===== src/rtl/pma_rx.sv =====
// PMA receive aligner: shifts serial bits into 10-bit code-groups, locking on commas.
// Optional PMA_RX_REALIGN_COUNT_EN adds a saturating counter of off-phase comma realignments.
module pma_rx (
  input  logic       Clk,
  input  logic       mr_main_reset,
  input  logic       rx_bit,
  input  logic       signal_detect,
  input  logic       comma_detect_en,
  output logic [9:0] PUDI,
  output logic       PUDI_indicate,
  output logic       aligned,
  output logic [7:0] realign_count
);

  // state        | meaning
  // ST_UNALIGNED | no code-group boundary known, waiting for an enabled comma
  // ST_ALIGNED   | boundary locked, emitting one code-group every 10 bits
  typedef enum logic {ST_UNALIGNED, ST_ALIGNED} state_t;

  state_t     state_q, state_d;
  logic [8:0] sr_q, sr_d;
  logic [3:0] cnt_q, cnt_d;
  logic [9:0] pudi_q, pudi_d;
  logic       ind_q, ind_d;
  logic [9:0] window;
  logic       comma;
  logic       boundary;

  assign window = {sr_q, rx_bit};
  assign comma  = (window[9:3] == 7'b0011111) || (window[9:3] == 7'b1100000);

  always_comb begin
    state_d  = state_q;
    sr_d     = window[8:0];
    cnt_d    = cnt_q;
    pudi_d   = pudi_q;
    ind_d    = 1'b0;
    boundary = 1'b0;
    if (!signal_detect) begin
      state_d = ST_UNALIGNED;
      cnt_d   = 4'd0;
    end else if (state_q == ST_UNALIGNED) begin
      if (comma && comma_detect_en) begin
        boundary = 1'b1;
        state_d  = ST_ALIGNED;
      end
    end else begin
      // A comma landing on cnt==9 is just the regular boundary.
      if (cnt_q == 4'd9 || (comma && comma_detect_en)) begin
        boundary = 1'b1;
      end
    end
    if (boundary) begin
      cnt_d  = 4'd0;
      pudi_d = window;
      ind_d  = 1'b1;
    end else if (signal_detect && state_q == ST_ALIGNED) begin
      // Phase is meaningless while unaligned, so it rests at 0 there.
      cnt_d = cnt_q + 4'd1;
    end
  end

  always_ff @(posedge Clk) begin
    if (mr_main_reset) begin
      state_q <= ST_UNALIGNED;
      sr_q    <= 9'd0;
      cnt_q   <= 4'd0;
      pudi_q  <= 10'h000;
      ind_q   <= 1'b0;
    end else begin
      state_q <= state_d;
      sr_q    <= sr_d;
      cnt_q   <= cnt_d;
      pudi_q  <= pudi_d;
      ind_q   <= ind_d;
    end
  end

  assign PUDI          = pudi_q;
  assign PUDI_indicate = ind_q;
  assign aligned       = (state_q == ST_ALIGNED);

`ifdef PMA_RX_REALIGN_COUNT_EN
  logic [7:0] rc_q, rc_d;
  logic       realign;

  assign realign = signal_detect && (state_q == ST_ALIGNED) && comma && comma_detect_en
                   && (cnt_q != 4'd9);

  always_comb begin
    rc_d = rc_q;
    if (realign && rc_q != 8'hFF) rc_d = rc_q + 8'd1;
  end

  always_ff @(posedge Clk) begin
    if (mr_main_reset) rc_q <= 8'h00;
    else               rc_q <= rc_d;
  end

  assign realign_count = rc_q;
`else
  assign realign_count = 8'h00;
`endif

endmodule


===== config.mk =====
export PLATFORM = sky130hd
export DESIGN_NAME = pma_rx
export DESIGN_NICKNAME = d
export VERILOG_FILES = /design/src/rtl/pma_rx.sv
export SDC_FILE = /design/constraint.sdc
export NUM_CORES = 1
export LEC_CHECK = 0
export ABC_AREA = 1
export CAP_MARGIN = 40
export CORE_MARGIN = 3
export CORE_UTILIZATION = 55
export DETAILED_ROUTE_END_ITERATION = 12
export DONT_BUFFER_PORTS = 1
export GPL_TIMING_DRIVEN = 0
export HOLD_SLACK_MARGIN = 0.06
export PLACE_DENSITY_LB_ADDON = 0.1
export SKIP_CTS_REPAIR_TIMING = 1
export SKIP_LAST_GASP = 1
export SLEW_MARGIN = 20
export SYNTH_ARGS = -nofsm -noshare
export SYNTH_HDL_FRONTEND = slang
export SYNTH_SLANG_ARGS = --single-unit

===== constraint.sdc =====
create_clock -name Clk -period 2.8 [get_ports Clk]
set_clock_uncertainty 0.2 [all_clocks]
set_input_delay 0.56 -clock Clk [delete_from_list [all_inputs] [get_ports Clk]]
set_output_delay 0.56 -clock Clk [all_outputs]
set_load 0.01 [all_outputs]

==> impl_metrics.py <==
metrics = {
    "clocking": {
        "cts-buffers-inserted": 3,
        "cts_root_buf": "clkbuf_4",
        "clk_pin_slew_ps": 130,
        "clkLatencyLatePin_ps": 310,
        "cts_num_sinks": 25,
        "cts_buffer_depth": 2,
        "h-tree-depth": 1,
        "cts_tree": "yes",
    },
    "final_layout": {
        "fillers": 161,
        "syn2layout_area_growth_pct": 7.76,
        "antenna_cells": 0,
        "fin_nets": 151,
        "drive_gt1_frac": 0.196,
    },
    "synthesis": {
        "ys_warn_count": 0,
        "synthAdderAreaFrac": 0.0232,
        "yosys.area_share.simple": 0.338,
        "yosysSeqAreaShare": 0.463,
        "synth_top_family_by_area": "simple AND/OR/NAND/NOR gates",
        "synthXorXnorAreaFrac": 0.00811,
        "synth_compound_area_frac": 0.0185,
        "avgSynthCellArea_um2": 8.18,
        "synth_area_mm2": 0.00108,
        "synth_cell_types": 22,
        "postSynthCellCount": 132,
        "synthMuxAreaShare": 0,
        "ys_ff_latch": 25,
    },
    "route": {
        "first_pass_iters": 4,
        "ant_nets": 0,
        "drc": 0,
        "viasPerCell": 4.80,
        "avgRoutedWirePerCell_um": 11.5,
        "routed-via-count": 807,
        "drt_iter0_markers": 18,
        "routed_wl_um": 1930,
    },
    "power": {
        "p_per_area_mw_per_mm2": 469,
        "sequentialPowerShare": 0.657,
        "p_int_w": 0.000424,
        "peakVddDrop_mv": 0.287,
        "power_frac_clock": 0.287,
        "switching_share": 0.224,
        "combPwrFrac": 0.056,
        "power.leakage_nw": 0.523,
        "p_sw_w": 0.000122,
    },
    "setup_path": {
        "arrival_ps": 790,
        "path_class": "reg -> out",
        "setup.worst_path.start_class": "flip-flop",
        "cp.required_ps": 2040,
        "critPathCaptureType": "output port",
        "crit_fanout": 6,
    },
    "timing": {
        "hold_violations": 0,
        "rsz0062_at_grt": "false",
        "min_period_ps": 1550,
        "fmax_mhz": 647,
        "fin_ws_ps": 1250,
        "drv_slew": 0,
        "setup_tns_ps": 0,
        "finalCritPeriodShare": 0.552,
        "finalSetupViolCount": 0,
    },
    "min_path": {
        "hold_path.class": "in -> reg",
    },
    "run_status": {
        "run_status": "completed",
    },
    "global_routing": {
        "grt.overflow.total": 0,
        "grt_pass1_vias": 801,
        "grt_start_max_net_pins": 14,
        "antenna_found_initial": 0,
        "grt_pass1_wl_um": 3370,
        "grt_usage": 0.174,
    },
    "die": {
        "core_area_mm2": 0.00178,
        "chipHeight_um": 50.3,
        "dieArea_mm2": 0.00253,
        "fp-row-count": 15,
        "start_util": 0.606,
        "die_w_um": 50.3,
        "io-pin-count": 25,
    },
    "placed_design": {
        "pre_cts_slack_ps": 1160,
        "place_congestion": 0.738,
        "io_buffers": 0,
        "dpl.hpwl_um": 1520,
    },
    "job": {
        "max-cap-violations": 0,
    },
}
## routing by layer
metal  up-vias  global-route usage  part of all wire
met4         0              0.0538             0.012
li1        418                   -                 -
met2        24               0.328              0.50
met5         -                   0                 0
met3         4              0.0445             0.082
met1       361               0.187              0.41
## Yosys cell counts, drive strengths merged
cell,n,area share
dfxtp,25,0.46
nand2,27,0.11
buf,12,0.085
nand4,3,0.017
xnor2,1,0.0081
inv,15,0.052
a21oi,2,0.0093
nand3,21,0.14
nor3b,1,0.0070
clkbuf,2,0.0081
ha,2,0.023
nor2,18,0.065
conb,1,0.0035
o21ai,2,0.0093
## sequential cells by signal, indices dropped and copies added, names as in the netlist
signal	count
sr_q	9
PUDI_indicate	1
PUDI	10
cnt_q	4
aligned	1
## power groups by stage
| stage | clock [W] | combinational [W] | sequential, W |
|---|---|---|---|
| floorplan | 0 | 0.0000262 | 0.000366 |
| global placement | 0 | 0.0000298 | 0.000367 |
| detailed placement | 0 | 0.0000301 | 0.000367 |
| CTS | 0.000159 | 0.0000303 | 0.000359 |
| global route | 0.000170 | 0.0000348 | 0.000359 |
| finish | 0.000157 | 0.0000309 | 0.000359 |
## logic make-up (layout without fill, tap and decap cells)
kind of cell | Yosys count | in the layout
AO/OA/AOI/OAI | 4 | 4
XOR/XNOR | 1 | 1
adder cells (fa/ha/maj) | 2 | 2
buffers and inverters | 29 | 33
flip-flops | 25 | 25
other | 1 | 8
AND/OR/NAND/NOR | 70 | 70
## final cells by class
cell class | count | area [µm²] | area share
plain buffers | 14 | 100 | 0.0860
clock buffers | 4 | 26.3 | 0.0226
inverters | 15 | 56.3 | 0.0484
multi-input cells | 85 | 449 | 0.386
flip-flops and latches | 25 | 500 | 0.430
well taps | 25 | 31.3 | 0.0269
## stage by stage
stage | total power [W] | hold WS (ps) | instances | utilization | cell area [µm²]
floorplan | 0.000393 | 200 | 139 | - | 1110
global placement | 0.000396 | 204 | 164 | 0.638 | 1140
detailed placement | 0.000397 | 205 | 164 | 0.638 | 1140
CTS | 0.000548 | 156 | 168 | 0.653 | 1160
global route | 0.000564 | 147 | 168 | 0.653 | 1160
finish | 0.000546 | 157 | 168 | 0.653 | 1160
## path summary, 6_finish.rpt
check                              from              endpoint  slack, ps  cells past startpoint
setup / recovery     aligned$_SDFF_PP0_               aligned       1250                      0
hold / removal                   rx_bit    sr_q[0]$_SDFF_PP0_        160                      2
setup reg to reg  cnt_q[0]$_SDFFE_PP0P_  PUDI[6]$_SDFFE_PP0P_       1310                      7
hold reg to reg      sr_q[1]$_SDFF_PP0_    sr_q[2]$_SDFF_PP0_        220                      2
## cells in the final DEF, fill, tap and decap left out
master | netlist | final
nand2_4 | 2 | 2
clkbuf_2 | 1 | 1
nor3b_1 | 1 | 1
buf_6 | 2 | 2
clkbuf_4 | 0 | 3
nand2_2 | 1 | 1
buf_1 | 1 | 1
nor2_1 | 17 | 17
a21oi_1 | 2 | 2
nand3_2 | 9 | 9
xnor2_1 | 1 | 1
nand3_1 | 12 | 12
buf_2 | 1 | 1
inv_1 | 15 | 15
clkbuf_1 | 1 | 2
buf_4 | 8 | 8
ha_1 | 2 | 2
o21ai_0 | 2 | 2
dfxtp_1 | 25 | 25
nand4_1 | 3 | 3
conb_1 | 1 | 8
nor2_2 | 1 | 1
nand2_1 | 24 | 24
(Power assumes the default switching activity.)
